### src/rtl/riscv_pkg.sv
// Shared core constants, FSM state type and offset sign extension
// for the program-counter stage.
package riscv_pkg;

  localparam int PC_W  = 16;
  localparam int OFF_W = 8;

  typedef enum logic {
    RUN   = 1'b0,
    FLUSH = 1'b1
  } state_t;

  function automatic logic [PC_W-1:0] sext_offset(input logic [OFF_W-1:0] off);
    return {{(PC_W-OFF_W){off[OFF_W-1]}}, off};
  endfunction

endpackage

### src/rtl/pc_sequencer_if.sv
// Decode-side branch request and fetch-side PC results for pc_sequencer.
interface pc_sequencer_if #(
  parameter int PC_W  = 16,
  parameter int OFF_W = 8,
  parameter int CNT_W = 16
);
  logic             stall;
  logic             br_valid;
  logic [PC_W-1:0]  br_pc;
  logic [OFF_W-1:0] br_offset;
  logic             bcc;
  logic             bcs;
  logic             bne;
  logic             beq;
  logic             bal;
  logic [PC_W-1:0]  pc_out;
  logic             pc_valid;
  logic             flush;
  logic [PC_W-1:0]  lr_out;
  logic             lr_we;
  logic [CNT_W-1:0] taken_cnt;

  modport master (
    output stall, br_valid, br_pc, br_offset, bcc, bcs, bne, beq, bal,
    input  pc_out, pc_valid, flush, lr_out, lr_we, taken_cnt
  );

  modport slave (
    input  stall, br_valid, br_pc, br_offset, bcc, bcs, bne, beq, bal,
    output pc_out, pc_valid, flush, lr_out, lr_we, taken_cnt
  );
endinterface

### src/rtl/branch_target_adder.sv
// PC-relative target: base plus sign-extended word offset, modulo 2^PC_W.
module branch_target_adder #(
  parameter int PC_W  = 16,
  parameter int OFF_W = 8
) (
  input  logic [PC_W-1:0]  base,
  input  logic [OFF_W-1:0] offset,
  output logic [PC_W-1:0]  target
);
  assign target = base + {{(PC_W-OFF_W){offset[OFF_W-1]}}, offset};
endmodule

### src/rtl/pc_sequencer.sv
// PC redirect stage: accepts taken branches, loads the target, holds a
// fixed-length flush, updates the link register and counts redirects.
module pc_sequencer
  import riscv_pkg::*;
#(
  parameter int              PC_W         = riscv_pkg::PC_W,
  parameter int              OFF_W        = riscv_pkg::OFF_W,
  parameter logic [PC_W-1:0] RESET_PC     = '0,
  parameter int              FLUSH_CYCLES = 2,
  parameter int              CNT_W        = 16
) (
  input logic          clk,
  input logic          rst_n,
  pc_sequencer_if.slave bus
);

  state_t           state, state_nx;
  logic [2:0]       fcnt, fcnt_nx;
  logic [PC_W-1:0]  pc, pc_nx;
  logic             pc_valid, pc_valid_nx;
  logic             flush, flush_nx;
  logic [PC_W-1:0]  lr, lr_nx;
  logic             lr_we, lr_we_nx;
  logic [CNT_W-1:0] cnt, cnt_nx;
  logic [PC_W-1:0]  target;
  logic             taken;

  branch_target_adder #(.PC_W(PC_W), .OFF_W(OFF_W)) u_target (
    .base   (bus.br_pc),
    .offset (bus.br_offset),
    .target (target)
  );

  assign taken = bus.br_valid & (bus.bcc | bus.bcs | bus.bne | bus.beq | bus.bal);

  always_ff @(posedge clk or negedge rst_n) begin
    if (!rst_n) begin
      state    <= RUN;
      fcnt     <= '0;
      pc       <= RESET_PC;
      pc_valid <= 1'b0;
      flush    <= 1'b0;
      lr       <= '0;
      lr_we    <= 1'b0;
      cnt      <= '0;
    end else begin
      state    <= state_nx;
      fcnt     <= fcnt_nx;
      pc       <= pc_nx;
      pc_valid <= pc_valid_nx;
      flush    <= flush_nx;
      lr       <= lr_nx;
      lr_we    <= lr_we_nx;
      cnt      <= cnt_nx;
    end
  end

  always_comb begin
    state_nx    = state;
    fcnt_nx     = fcnt;
    pc_nx       = pc;
    pc_valid_nx = pc_valid;
    flush_nx    = flush;
    lr_nx       = lr;
    lr_we_nx    = 1'b0;
    cnt_nx      = cnt;
    case (state)
      RUN: begin
        // pc_valid low in RUN only happens straight out of reset: present
        // RESET_PC as the first fetch address before advancing.
        if (!pc_valid) begin
          pc_valid_nx = 1'b1;
        end else if (!bus.stall) begin
          if (taken) begin
            pc_nx       = target;
            flush_nx    = 1'b1;
            pc_valid_nx = 1'b0;
            fcnt_nx     = 3'(FLUSH_CYCLES - 1);
            state_nx    = FLUSH;
            if (cnt != '1) cnt_nx = cnt + CNT_W'(1);
            if (bus.bal) begin
              lr_nx    = bus.br_pc + PC_W'(1);
              lr_we_nx = 1'b1;
            end
          end else begin
            pc_nx = pc + PC_W'(1);
          end
        end
      end
      FLUSH: begin
        if (fcnt != 3'd0) begin
          fcnt_nx = fcnt - 3'd1;
        end else begin
          state_nx    = RUN;
          flush_nx    = 1'b0;
          pc_valid_nx = 1'b1;
        end
      end
      default: state_nx = RUN;
    endcase
  end

  assign bus.pc_out    = pc;
  assign bus.pc_valid  = pc_valid;
  assign bus.flush     = flush;
  assign bus.lr_out    = lr;
  assign bus.lr_we     = lr_we;
  assign bus.taken_cnt = cnt;

endmodule
### src/flat_wrapper.sv
// flat-port wrapper written by rule: the top's interface ports become plain ports
module pc_sequencer_flat import riscv_pkg::*;
#(
  parameter int              PC_W         = riscv_pkg::PC_W,
  parameter int              OFF_W        = riscv_pkg::OFF_W,
  parameter logic [PC_W-1:0] RESET_PC     = '0,
  parameter int              FLUSH_CYCLES = 2,
  parameter int              CNT_W        = 16
)
  (clk, rst_n, bus_stall, bus_br_valid, bus_br_pc, bus_br_offset, bus_bcc, bus_bcs, bus_bne, bus_beq, bus_bal, bus_pc_out, bus_pc_valid, bus_flush, bus_lr_out, bus_lr_we, bus_taken_cnt);
  pc_sequencer_if #(.PC_W(PC_W), .OFF_W(OFF_W), .CNT_W(CNT_W)) bus_i ();
  input logic clk;
  input logic rst_n;
  input wire logic [$bits(bus_i.stall)-1:0] bus_stall;
  input wire logic [$bits(bus_i.br_valid)-1:0] bus_br_valid;
  input wire logic [$bits(bus_i.br_pc)-1:0] bus_br_pc;
  input wire logic [$bits(bus_i.br_offset)-1:0] bus_br_offset;
  input wire logic [$bits(bus_i.bcc)-1:0] bus_bcc;
  input wire logic [$bits(bus_i.bcs)-1:0] bus_bcs;
  input wire logic [$bits(bus_i.bne)-1:0] bus_bne;
  input wire logic [$bits(bus_i.beq)-1:0] bus_beq;
  input wire logic [$bits(bus_i.bal)-1:0] bus_bal;
  output wire logic [$bits(bus_i.pc_out)-1:0] bus_pc_out;
  output wire logic [$bits(bus_i.pc_valid)-1:0] bus_pc_valid;
  output wire logic [$bits(bus_i.flush)-1:0] bus_flush;
  output wire logic [$bits(bus_i.lr_out)-1:0] bus_lr_out;
  output wire logic [$bits(bus_i.lr_we)-1:0] bus_lr_we;
  output wire logic [$bits(bus_i.taken_cnt)-1:0] bus_taken_cnt;
  assign bus_i.stall = bus_stall;
  assign bus_i.br_valid = bus_br_valid;
  assign bus_i.br_pc = bus_br_pc;
  assign bus_i.br_offset = bus_br_offset;
  assign bus_i.bcc = bus_bcc;
  assign bus_i.bcs = bus_bcs;
  assign bus_i.bne = bus_bne;
  assign bus_i.beq = bus_beq;
  assign bus_i.bal = bus_bal;
  assign bus_pc_out = bus_i.pc_out;
  assign bus_pc_valid = bus_i.pc_valid;
  assign bus_flush = bus_i.flush;
  assign bus_lr_out = bus_i.lr_out;
  assign bus_lr_we = bus_i.lr_we;
  assign bus_taken_cnt = bus_i.taken_cnt;
  pc_sequencer #(.PC_W(PC_W), .OFF_W(OFF_W), .RESET_PC(RESET_PC), .FLUSH_CYCLES(FLUSH_CYCLES), .CNT_W(CNT_W)) u_core (.clk(clk), .rst_n(rst_n), .bus(bus_i));
endmodule
### config.mk
export PLATFORM = sky130hd
export DESIGN_NAME = pc_sequencer_flat
export DESIGN_NICKNAME = d
export VERILOG_FILES = /design/src/rtl/riscv_pkg.sv /design/src/rtl/pc_sequencer_if.sv /design/src/rtl/branch_target_adder.sv /design/src/rtl/pc_sequencer.sv /design/src/flat_wrapper.sv
export SDC_FILE = /design/constraint.sdc
export NUM_CORES = 1
export LEC_CHECK = 0
export ABC_AREA = 1
export BUFFER_PORTS_ARGS = -buffer_cell sky130_fd_sc_hd__clkbuf_2
export CORE_UTILIZATION = 50
export CTS_BUF_LIST = sky130_fd_sc_hd__clkbuf_8 sky130_fd_sc_hd__clkbuf_16
export CTS_CLUSTER_DIAMETER = 40
export DETAILED_ROUTE_END_ITERATION = 8
export PLACE_DENSITY = 0.73
export SLEW_MARGIN = 20
export SYNTH_ARGS = -nofsm -noshare
export SYNTH_HDL_FRONTEND = slang
export SYNTH_SLANG_ARGS = --single-unit
### constraint.sdc
create_clock -name clk -period 3.3 [get_ports clk]
set_input_delay 0.165 -clock clk [delete_from_list [all_inputs] [get_ports clk]]
set_output_delay 0.165 -clock clk [all_outputs]
set_load 0.01 [all_outputs]
==> qor.yml <==
ir_drop_uv: 324
power.total_mw: 2.88
cts-buffers-inserted: 5
boundaryPins: 84
final_net_count: 706
tightestPinTransition_ns: 0.847
post-synth-top-area-cell: "dfrtp_1"
dr_wl_met3_um: 387
worst_path_dominant_cell_family: "buffers and inverters"
worst-r2r-cell-count: 6
path_buf_inv: 3
final_common_cell: "nand2_1"
design.die.area_mm2: 0.00826
wire_length_of_the_first_global_routing_pass_um: 16700
drt_wl_total_um: 9430
grt_overflow: 0
path_depth: 6
syn_inst: 566
finClkSkew_ns: 0.00774
ant_nets: 0
failed_checks: "DRC"
final_cell_mix: "174 x nand2_1, 83 x clkbuf_2, 77 x inv_1"
worst_skew_pair.late_latency_ns: 0.31
setup.worst_path.class: "register to register"
p_leak_nw: 2.49
multiInputGateArea_mm2: 0.00223
fraction_of_the_mapped_netlist_area_in_compound_gates: 0.0909
cp_cell_sequence: "nor3_4 -> buf_4 -> inv_2 -> nor3_4 -> inv_2 -> a22o_1"
post_synth_and_or_nand_nor_area_fraction: 0.350
post-cts-setup-buffer-count: 0
overall_die_height_um: 90.9
outcome: "finished with violations"
clock_tree_from_tritoncts: "done"
drc: 1
timing.critical_path.arrival_ns: 2.40
initial_core_util: 0.514
maxSlewViolCount: 0
amount_of_wire_on_met2_after_detailed_routing_um: 4760
ys_seq_elements: 55
clock_tree.root_cell: "clkbuf_8"
post_synth_xor_area_fraction: 0.0554
detail_route.wirelength.met1_um: 4190
drt-wirelength-per-cell_um: 12.5
hold_depth: 2
grt_start_max_net_pins: 34
largest_family_of_logic_cells_by_synthesized_area: "simple AND/OR/NAND/NOR gates"
chipWidth_um: 90.9
iteration_0_drc_count_of_the_detailed_router: 202
grt_antenna_before_repair: 0
drt-vias-per-instance: 5.08
pwr_density_cell_mw_per_mm2: 629
ctsHtreeMaxLevel: 2
worstPathMaxFanout: 25
finalSetupTns_ns: 0
synth_area_per_cell_um2: 6.98
firstDrtPassIters: 6
post_route_cells_drive_above_1_share: 0.172
design.core.area_mm2: 0.00769
ys_top_cells_by_area: "dfrtp_1 35%, nand2_1 17%, inv_1 7.3%, ha_1 6.3%, nand3_1 6.1%"
std_cell_rows: 32
timing.fmax_mhz: 456
gp_routability_congestion: 0.893
hpwlAfterDp_um: 7430
antenna_cells: 0
vias: 3834
holdCritPathClass: "input pin to register"
synthDominantCellAreaShare: 0.348
track_usage: 0.248
post_synth_fa_ha_maj_area_fraction: 0.0684
cts.reportedPaths.clkPinSlew_ns: 0.10
portBuffers: 83
timing.max_cap.violations: 0
buffer_levels_on_the_longest_clock_path: 2
layout_min_cycle_time_ns: 2.19
start_kind: "register"
slew-limit-headroom: 0.436
yosys-mux-area-fraction: 0
synth.net_count: 620
grt_setup_unrepaired: "false"
yosys_warnings: 0
top_layer_used: "met4"
final-hold-violation-count: 0
number_of_sinks_driven_by_the_clock_tree: 55
crit_path_end_kind: "register"
post_synth_num_cell_types: 33
area.sequential_mm2: 0.00138
cp_data_required_time_ns: 3.51
area_growth_from_synthesis_to_final_layout_pct: 16.0
synth.yosys.seq_area_share: 0.348
fin_crit_sh: 0.664
grt_pass1_vias: 3763
max_stage_delay_ns: 0.43
critical-path-slowest-cell: "dfrtp_1"
post_synth_instance_area_mm2: 0.00395
number_of_setup_violations_in_the_final_report: 0
filler_cell_count: 759
report_power, final:
part / total (mW) / leakage, nW / internal (mW) / switching [mW]
sequential: 1.18 / 0.682 / 0.933 / 0.248
clock: 0.448 / 0.0502 / 0.222 / 0.226
combinational: 1.25 / 1.76 / 0.495 / 0.757
total: 2.88 / 2.49 / 1.65 / 1.23
flip-flops by register name (all words and copies together), names as in the netlist:
name / flops
u_core.bus.pc_out: 16
u_core.bus.taken_cnt: 16
u_core.bus.flush: 1
u_core.state: 1
u_core.fcnt: 3
u_core.bus.lr_we: 1
u_core.bus.lr_out: 16
u_core.bus.pc_valid: 1
cells in the mapped netlist:
| cell type | n |
|---|---|
| o21ai_1 | 6 |
| nand3_1 | 48 |
| a21oi_1 | 25 |
| nand2_1 | 174 |
| nand2_4 | 1 |
| a22o_1 | 1 |
| clkbuf_1 | 4 |
| nor3_2 | 2 |
| o211ai_1 | 3 |
| nor3_4 | 2 |
| buf_2 | 1 |
| o21ai_2 | 5 |
| nand4_1 | 11 |
| nor4_1 | 1 |
| fa_1 | 1 |
| dfrtp_1 | 55 |
| ha_1 | 20 |
| inv_1 | 77 |
| inv_2 | 3 |
| a22oi_1 | 3 |
| o31ai_1 | 1 |
| nor2_1 | 48 |
| nor3_1 | 16 |
| nor2_2 | 1 |
| xor2_1 | 14 |
| xnor2_1 | 11 |
| nand3b_1 | 5 |
| or2_2 | 4 |
| o22ai_1 | 2 |
| nor2_4 | 2 |
| o21ai_0 | 16 |
| a31oi_1 | 1 |
| buf_6 | 2 |
timing repair:
item,CTS,global route
endpoints found under the hold margin,32,0
hold buffers,1,0
resized for setup,0,0
metrics by stage:
stage | hold slack [ns] | instances | worst slack (ns) | util | area, um^2
final | 0.0923 | 754 | 1.11 | 0.596 | 4580
after floorplan | -0.131 | 566 | 1.76 | - | 3950
after global placement | 0.287 | 746 | 1.20 | 0.581 | 4470
after detailed placement | 0.308 | 746 | 1.10 | 0.581 | 4470
after global routing | 0.103 | 754 | 0.910 | 0.596 | 4580
after CTS | 0.0940 | 754 | 1.09 | 0.596 | 4580
cell families (layout without fill, tap and decap cells):
group	count (synthesis)	in the layout
and+or+nand+nor	315	315
buffers and inverters	87	173
xor gates and xnor gates	25	25
DFF	55	55
adders and majority gates	21	21
AOI/OAI and AO/OA	63	63
cell type report:
cell class / count / area share
Multi-Input combinational cell: 424 / 0.487
Sequential cell: 55 / 0.300
Timing Repair Buffer: 86 / 0.0961
Inverter: 80 / 0.0655
Tap cell: 102 / 0.0278
Clock buffer: 5 / 0.0150
Clock inverter: 2 / 0.00819
routing by layer:
layer  GRT usage  vias up
met5           0        -
met4      0.0714        0
met3      0.0328       10
met2       0.446       87
met1       0.309     1747
li1            -     1990
worst paths after layout:
check                                                 endpoint  slack, ns                    startpoint
setup / recovery              u_core.bus.lr_out[4]$_DFFE_PN0P_       1.11        u_core.state$_DFF_PN0_
hold / removal                u_core.bus.lr_out[0]$_DFFE_PN0P_       0.09                  bus_br_pc[0]
setup reg to reg              u_core.bus.lr_out[4]$_DFFE_PN0P_       1.11        u_core.state$_DFF_PN0_
hold reg to reg                   u_core.bus.flush$_DFFE_PN0P_       0.49  u_core.bus.flush$_DFFE_PN0P_
max in group asynchronous     u_core.bus.pc_out[0]$_DFFE_PN0P_       1.99                         rst_n
min in group asynchronous  u_core.bus.taken_cnt[8]$_DFFE_PN0P_       0.48                         rst_n
Note: power is estimated with default switching activity, not from simulation.
